$ cat src/rtl/seg_pkg.sv
// Shared definitions for the seven-segment scanner: segment bit order,
// the sixteen hex glyphs and the nibble-to-glyph decoder.
// Segment vectors are {a,b,c,d,e,f,g} with segment a in bit 6; 1 = lit.
package seg_pkg;

  // Bit positions of each segment inside a 7-bit glyph vector
  localparam int SEG_A = 6;
  localparam int SEG_B = 5;
  localparam int SEG_C = 4;
  localparam int SEG_D = 3;
  localparam int SEG_E = 2;
  localparam int SEG_F = 1;
  localparam int SEG_G = 0;

  localparam int SEG_W = 7;

  // All segments dark
  localparam logic [6:0] SEG_OFF = 7'b0000000;

  // Hex glyphs, active-high; b and d use the lowercase shapes
  localparam logic [6:0] GLYPH_0 = 7'b1111110;
  localparam logic [6:0] GLYPH_1 = 7'b0110000;
  localparam logic [6:0] GLYPH_2 = 7'b1101101;
  localparam logic [6:0] GLYPH_3 = 7'b1111001;
  localparam logic [6:0] GLYPH_4 = 7'b0110011;
  localparam logic [6:0] GLYPH_5 = 7'b1011011;
  localparam logic [6:0] GLYPH_6 = 7'b1011111;
  localparam logic [6:0] GLYPH_7 = 7'b1110000;
  localparam logic [6:0] GLYPH_8 = 7'b1111111;
  localparam logic [6:0] GLYPH_9 = 7'b1111011;
  localparam logic [6:0] GLYPH_A = 7'b1110111;
  localparam logic [6:0] GLYPH_B = 7'b0011111;
  localparam logic [6:0] GLYPH_C = 7'b1001110;
  localparam logic [6:0] GLYPH_D = 7'b0111101;
  localparam logic [6:0] GLYPH_E = 7'b1001111;
  localparam logic [6:0] GLYPH_F = 7'b1000111;

  // Decode one hex nibble to its active-high glyph
  function automatic logic [6:0] hex_to_seg(input logic [3:0] nib);
    logic [6:0] glyph;
    case (nib)
      4'h0:    glyph = GLYPH_0;
      4'h1:    glyph = GLYPH_1;
      4'h2:    glyph = GLYPH_2;
      4'h3:    glyph = GLYPH_3;
      4'h4:    glyph = GLYPH_4;
      4'h5:    glyph = GLYPH_5;
      4'h6:    glyph = GLYPH_6;
      4'h7:    glyph = GLYPH_7;
      4'h8:    glyph = GLYPH_8;
      4'h9:    glyph = GLYPH_9;
      4'hA:    glyph = GLYPH_A;
      4'hB:    glyph = GLYPH_B;
      4'hC:    glyph = GLYPH_C;
      4'hD:    glyph = GLYPH_D;
      4'hE:    glyph = GLYPH_E;
      4'hF:    glyph = GLYPH_F;
      default: glyph = SEG_OFF;
    endcase
    return glyph;
  endfunction

endpackage

$ cat src/rtl/seg_scan_timer.sv
// Scan timing for seg_scan_display: free-running prescaler, digit scan
// index, frame-boundary strobe and the PWM brightness gate. Produces
// enables only; no derived clocks.
module seg_scan_timer
  import seg_pkg::*;
#(
  parameter int unsigned DIGITS     = 4,
  parameter int unsigned PRESCALE_W = 12,
  parameter int unsigned BRIGHT_W   = 3,
  parameter int unsigned IDX_W      = 2
) (
  input  logic                clk,
  input  logic                rst_n,
  input  logic [BRIGHT_W-1:0] brightness,
  output logic [IDX_W-1:0]    idx,
  output logic                frame_end,
  output logic                on
);

  localparam logic [IDX_W-1:0]      LAST_IDX = IDX_W'(DIGITS - 1);
  localparam logic [IDX_W-1:0]      IDX_ZERO = {IDX_W{1'b0}};
  localparam logic [IDX_W-1:0]      IDX_ONE  = IDX_W'(1);
  localparam logic [PRESCALE_W-1:0] PRE_ZERO = {PRESCALE_W{1'b0}};
  localparam logic [PRESCALE_W-1:0] PRE_ONE  = PRESCALE_W'(1);

  logic [PRESCALE_W-1:0] pre_r;
  logic [IDX_W-1:0]      idx_r;
  logic                  slot_end_s;
  logic                  frame_end_s;
  logic                  on_s;

  // Prescaler: wraps every 2^PRESCALE_W clocks, marking the end of a slot
  always_ff @(posedge clk or negedge rst_n) begin
    if (!rst_n) begin
      pre_r <= PRE_ZERO;
    end else begin
      pre_r <= pre_r + PRE_ONE;
    end
  end

  // Scan index: step to the next digit at every slot end, wrapping after the last
  always_ff @(posedge clk or negedge rst_n) begin
    if (!rst_n) begin
      idx_r <= IDX_ZERO;
    end else if (slot_end_s) begin
      if (idx_r == LAST_IDX) begin
        idx_r <= IDX_ZERO;
      end else begin
        idx_r <= idx_r + IDX_ONE;
      end
    end else begin
      idx_r <= idx_r;
    end
  end

  // Slot/frame strobes and brightness gate from the current counter state
  always_comb begin
    slot_end_s  = &pre_r;
    frame_end_s = 1'b0;
    if (slot_end_s && (idx_r == LAST_IDX)) begin
      frame_end_s = 1'b1;
    end else begin
      frame_end_s = 1'b0;
    end
    // Top BRIGHT_W bits of the prescaler sweep the slot in 2^BRIGHT_W equal
    // steps; the digit is lit for steps 0..brightness.
    on_s = (pre_r[PRESCALE_W-1 -: BRIGHT_W] <= brightness);
  end

  assign idx       = idx_r;
  assign frame_end = frame_end_s;
  assign on        = on_s;

endmodule

$ cat src/rtl/seg_scan_display.sv
// Multiplexed seven-segment display driver.
// Latches a packed hex value, scans DIGITS common-enable digits one slot
// at a time, gates each slot with PWM brightness and only swaps the shown
// value at the frame boundary so a frame never mixes old and new digits.
// Optional build macro: SEG_LZB_EN enables leading-zero blanking.
module seg_scan_display
  import seg_pkg::*;
#(
  parameter int unsigned DIGITS         = 4,
  parameter int unsigned PRESCALE_W     = 12,
  parameter int unsigned BRIGHT_W       = 3,
  parameter bit          SEG_ACTIVE_LOW = 1'b0,
  parameter bit          EN_ACTIVE_LOW  = 1'b0
) (
  input  logic                  clk,
  input  logic                  rst_n,
  input  logic                  load,
  input  logic [4*DIGITS-1:0]   value,
  input  logic [BRIGHT_W-1:0]   brightness,
  output logic [6:0]            seg,
  output logic [DIGITS-1:0]     dig_en,
  output logic                  frame_done
);

  localparam int unsigned IDX_W = (DIGITS > 1) ? $clog2(DIGITS) : 1;

  // XOR masks that map active-high internal levels onto the pin polarity;
  // they are also the "all inactive" reset levels of the output registers
  localparam logic [6:0]        SEG_INV  = SEG_ACTIVE_LOW ? 7'b1111111 : 7'b0000000;
  localparam logic [DIGITS-1:0] EN_INV   = EN_ACTIVE_LOW ? {DIGITS{1'b1}} : {DIGITS{1'b0}};
  localparam logic [DIGITS-1:0] EN_ONE   = DIGITS'(1);
  localparam logic [4*DIGITS-1:0] VAL_ZERO = {(4*DIGITS){1'b0}};

  logic [IDX_W-1:0]    idx_s;
  logic                frame_end_s;
  logic                on_s;

  logic [4*DIGITS-1:0] pending_r;
  logic                pend_v_r;
  logic [4*DIGITS-1:0] disp_r;

  logic [3:0]          nib_s;
  logic [6:0]          glyph_s;
  logic [6:0]          seg_next_s;
  logic [DIGITS-1:0]   en_next_s;

  seg_scan_timer #(
    .DIGITS     (DIGITS),
    .PRESCALE_W (PRESCALE_W),
    .BRIGHT_W   (BRIGHT_W),
    .IDX_W      (IDX_W)
  ) u_timer (
    .clk        (clk),
    .rst_n      (rst_n),
    .brightness (brightness),
    .idx        (idx_s),
    .frame_end  (frame_end_s),
    .on         (on_s)
  );

  // Load buffering: remember the most recent load until the next frame boundary
  always_ff @(posedge clk or negedge rst_n) begin
    if (!rst_n) begin
      pending_r <= VAL_ZERO;
    end else if (load) begin
      pending_r <= value;
    end else begin
      pending_r <= pending_r;
    end
  end

  // Tear-free commit: disp changes only at the frame boundary; a load in the
  // boundary cycle itself bypasses the buffer and commits immediately
  always_ff @(posedge clk or negedge rst_n) begin
    if (!rst_n) begin
      disp_r   <= VAL_ZERO;
      pend_v_r <= 1'b0;
    end else if (frame_end_s) begin
      if (load) begin
        disp_r <= value;
      end else if (pend_v_r) begin
        disp_r <= pending_r;
      end else begin
        disp_r <= disp_r;
      end
      pend_v_r <= 1'b0;
    end else if (load) begin
      disp_r   <= disp_r;
      pend_v_r <= 1'b1;
    end else begin
      disp_r   <= disp_r;
      pend_v_r <= pend_v_r;
    end
  end

  // Glyph decode of the nibble belonging to the digit currently scanned
  always_comb begin
    nib_s   = disp_r[4*idx_s +: 4];
    glyph_s = hex_to_seg(nib_s);
  end

`ifdef SEG_LZB_EN
  logic [DIGITS-1:0] lead_zero_s;
  logic              blank_s;

  // Leading-zero map: bit k is set when nibbles DIGITS-1 down to k are all zero
  always_comb begin : lzb_scan
    logic run;
    run         = 1'b1;
    lead_zero_s = {DIGITS{1'b0}};
    for (int k = DIGITS - 1; k >= 0; k--) begin
      run            = run & (disp_r[4*k +: 4] == 4'h0);
      lead_zero_s[k] = run;
    end
  end

  // Blank leading zeros, but always keep digit 0 so zero still reads "0"
  always_comb begin
    blank_s    = lead_zero_s[idx_s] & (idx_s != {IDX_W{1'b0}});
    seg_next_s = SEG_OFF;
    if (blank_s) begin
      seg_next_s = SEG_OFF;
    end else begin
      seg_next_s = glyph_s;
    end
  end
`else
  // Every digit shows its glyph
  always_comb begin
    seg_next_s = glyph_s;
  end
`endif

  // One-hot enable for the scanned digit, gated by the brightness PWM
  always_comb begin
    en_next_s = {DIGITS{1'b0}};
    if (on_s) begin
      en_next_s = EN_ONE << idx_s;
    end else begin
      en_next_s = {DIGITS{1'b0}};
    end
  end

  // Output registers: seg and dig_en switch on the same edge, so no overlap
  always_ff @(posedge clk or negedge rst_n) begin
    if (!rst_n) begin
      seg        <= SEG_INV;
      dig_en     <= EN_INV;
      frame_done <= 1'b0;
    end else begin
      seg        <= seg_next_s ^ SEG_INV;
      dig_en     <= en_next_s ^ EN_INV;
      frame_done <= frame_end_s;
    end
  end

endmodule
$ cat config.mk
export PLATFORM = sky130hd
export DESIGN_NAME = seg_scan_display
export DESIGN_NICKNAME = d
export VERILOG_FILES = /design/src/rtl/seg_pkg.sv /design/src/rtl/seg_scan_timer.sv /design/src/rtl/seg_scan_display.sv
export SDC_FILE = /design/constraint.sdc
export NUM_CORES = 1
export LEC_CHECK = 0
export ABC_AREA = 0
export CAP_MARGIN = 20
export CORE_ASPECT_RATIO = 0.75
export CORE_UTILIZATION = 54
export DETAILED_ROUTE_END_ITERATION = 16
export PLACE_DENSITY = 0.81
export SLEW_MARGIN = 20
export SYNTH_ARGS = -nofsm -noshare
export SYNTH_HDL_FRONTEND = slang
export SYNTH_SLANG_ARGS = --single-unit
$ cat constraint.sdc
create_clock -name clk -period 2.4 [get_ports clk]
set_clock_uncertainty 0.05 [all_clocks]
set_input_delay 0.6 -clock clk [delete_from_list [all_inputs] [get_ports clk]]
set_output_delay 0.6 -clock clk [all_outputs]
set_load 0.03 [all_outputs]
==> results_dict.tcl <==
set metrics [dict create \
    worst_pin_slew_ns 0.7349 \
    multiInputGateArea_mm2 0.001102 \
    dp_cells 277 \
    rows 21 \
    p_seq_share_pct 52.0 \
    htree_levels 3 \
    post_cts_hold_buffer_count 0 \
    ys_async_sr_fraction_pct 100.0 \
    dpl_cell_area_mm2 0.003060 \
    dp_hpwl_um 3061 \
    setup_tns_ns 0 \
    clk_pin_slew_ns 0.06 \
    slew_headroom_pct 51.01 \
    clkPwrFrac_pct 42.4 \
    fillerInstances 340 \
    cts_tree "yes" \
    antenna_cells 0 \
    postRouteAntennaNets 0 \
    final-setup-viol-count 0 \
    seqCellArea_mm2 0.001476 \
    dr_total_vias 1562 \
    grt_overflow 0 \
    wirelength_um 4425 \
    power.density_mw_per_mm2 608.0 \
    cp_cell_sequence "mux4_2 > inv_1 > ha_1 > nor2_1 > a21oi_1 > o21ai_0" \
    antenna_found_initial 0 \
    final_area_mm2 0.003252 \
    fin_crit_ns 2.123 \
    yosysWarningCount 0 \
    grt_usage_pct 19.96 \
    die_w_um 82.87 \
    worst-setup-path-type "reg -> reg" \
    fp.coreArea_mm2 0.004572 \
    r2r_cells 6 \
    cts_made_buffers 9 \
    grt_pass1_vias 1620 \
    slowest_stage "mux4_2" \
    layout.nets 268 \
    grt_first_pass_wirelength_um 7824 \
    r2r-end "seg[3]$_DFF_PN0_" \
    clock_latency_ns 0.34 \
    io_buffer_count 33 \
    grt_max_degree 33 \
    hold_class "in -> async" \
    synth-edff-count 0 \
    synth_ff_type "dfrtp_1" \
    grt_setup_unrepaired "no" \
    ir_worst_vdd_v 0.0004539 \
    drive_above_1_share_pct 26.27 \
    ys_seq_area_share_pct 55.74 \
    run_status "completed" \
    synthesis.nets 226 \
    clock_tree.buffer_depth 2 \
    postCtsSetupBuffers 0 \
    power.switching_uw 406.7 \
    wl_per_cell_um 15.10 \
    avgSynthCellArea_um2 14.01 \
    p_int_uw 1570 \
    max_stage_delay_ns 0.62 \
    swShare_pct 20.57 \
    worstPathRequired_ns 2.54 \
    routed_via_density 5.331 \
    p_leak_uw 0.001464 \
    max_cap_violations 0 \
    critPathMaxFanout 9 \
    initial_core_util_pct 57.94 \
    pin_count 34 \
    yosys.cell_types.count 29 \
    hold_viol_final 0 \
    first_pass_iters 4 \
    arrival_ns 2.26 \
    drtIter0Drc 76 \
    r2r_setup_slack_ns 0.28 \
    max_freq_mhz 471.1 \
    final_util_pct 71.13 \
    crit_path_start_kind "flip-flop" \
    root_buffer "clkbuf_8" \
    worstReg2RegStart "u_timer.idx[0]$_DFFE_PN0N_" \
    cts.repair.resized 0 \
    power_frac_comb_pct 5.6 \
    die_h_um 62.66 \
    synth_seq_cells 59 \
    timing.final.max_slew_violations 0 \
    cts_sinks 59 \
    end_kind "flip-flop" \
    drc 0 \
    netlist_instances 189 \
    die-area_mm2 0.005192 \
    gp_congestion 0.7903 \
    syn_area_mm2 0.002649 \
    timing.final.crit_share_pct 88.45 \
    synthToLayoutAreaGrowth_pct 22.77 \
    instances_no_fill 293 \
]
-- metrics by stage --
stage	total power (uW)	setup slack, ns	hold WS, ns
after floorplan	1089	0.2696	0.2544
after global placement	1155	0.2147	0.3857
after detailed placement	1159	0.1936	0.3893
after CTS	2006	0.2759	0.2813
after global routing	2068	0.04322	0.3079
final	1977	0.2771	0.2702
-- critical path: cells and delay by family, from the launching register on --
kind	cells	cell delay, ns
compound gates	2	0.23
buf+inv	1	0.16
fa+ha+maj	1	0.25
simple gates	1	0.06
flops	1	0.60
mux	1	0.62
-- routing by layer --
metal	track usage (%)	part of all wire (%)	vias up	wire length, um
met5	0	0	-	0
met4	6.466	1.2	0	51
met3	8.719	5.2	6	230
met2	29.51	45	46	2011
met1	26.61	48	777	2131
li1	-	-	733	-
-- worst max path at each step --
stage | start | endpoint | slack [ns] | depth (start not counted)
detailed placement | load | disp_r[7]$_DFFE_PN0P_ | 0.19 | 5
CTS | u_timer.idx[0]$_DFFE_PN0N_ | seg[3]$_DFF_PN0_ | 0.28 | 6
global placement | load | disp_r[5]$_DFFE_PN0P_ | 0.21 | 5
floorplan | load | disp_r[0]$_DFFE_PN0P_ | 0.27 | 5
global route | u_timer.idx[0]$_DFFE_PN0N_ | seg[3]$_DFF_PN0_ | 0.04 | 6
finish | u_timer.idx[0]$_DFFE_PN0N_ | seg[3]$_DFF_PN0_ | 0.28 | 6
-- cell type report --
| type | instances | share of cell area, % |
|---|---|---|
| Clock buffer | 15 | 5.733 |
| Clock inverter | 1 | 0.1539 |
| Inverter | 10 | 1.154 |
| Multi-Input combinational cell | 115 | 33.90 |
| Sequential cell | 59 | 45.40 |
| Tap cell | 57 | 2.193 |
| Timing Repair Buffer | 36 | 11.47 |
-- registers in the layout, indices dropped and copies added, names as in the netlist --
register       cells
frame_done         1
u_timer.pre_r     12
disp_r            16
pending_r         16
u_timer.idx        2
seg                7
dig_en             4
pend_v_r           1
-- cells in the mapped netlist (3+ instances only) --
cell type  number  area [um2]
xor2_1          5       43.79
mux2_4         10       150.1
inv_1          10       37.54
nand3_1         5       25.02
nor2b_1         8       50.05
xnor2_1         5       43.79
dfrtp_1        59        1476
a21oi_1        10       50.05
and3_1          3       18.77
mux2_2         24       270.3
nor2_1          8       30.03
nand2_1         3       11.26
ha_1           15       187.7
mux4_2          4       90.09
-- layout by cell type, fill, tap and decap left out, drive strengths merged, types with 6 or more instances in the layout --
cell / instances
nand3: 6
clkdlybuf4s50: 32
nor2: 8
clkbuf: 15
ha: 15
a21oi: 10
dfrtp: 59
inv: 10
mux2: 34
nor2b: 8
-- power groups by stage --
stage / sequential [uW] / combinational (uW) / clock [uW]
floorplan: 1050 / 42.7 / 0
global placement: 1050 / 110 / 0
detailed placement: 1050 / 112 / 0
CTS: 1030 / 113 / 864
global route: 1030 / 124 / 914
finish: 1030 / 111 / 838
-- logic make-up (layout without fill, tap and decap cells) --
family,Yosys count,in the layout,synth area share [%]
buffers and inverters,15,62,2.645
xor gates and xnor gates,10,10,3.306
DFF,59,59,55.74
AOI/OAI and AO/OA,15,15,3.212
adders and majority gates,15,15,7.085
and+or+nand+nor,37,37,8.739
muxes,38,38,19.27
Power figures use the tool's default switching activity.
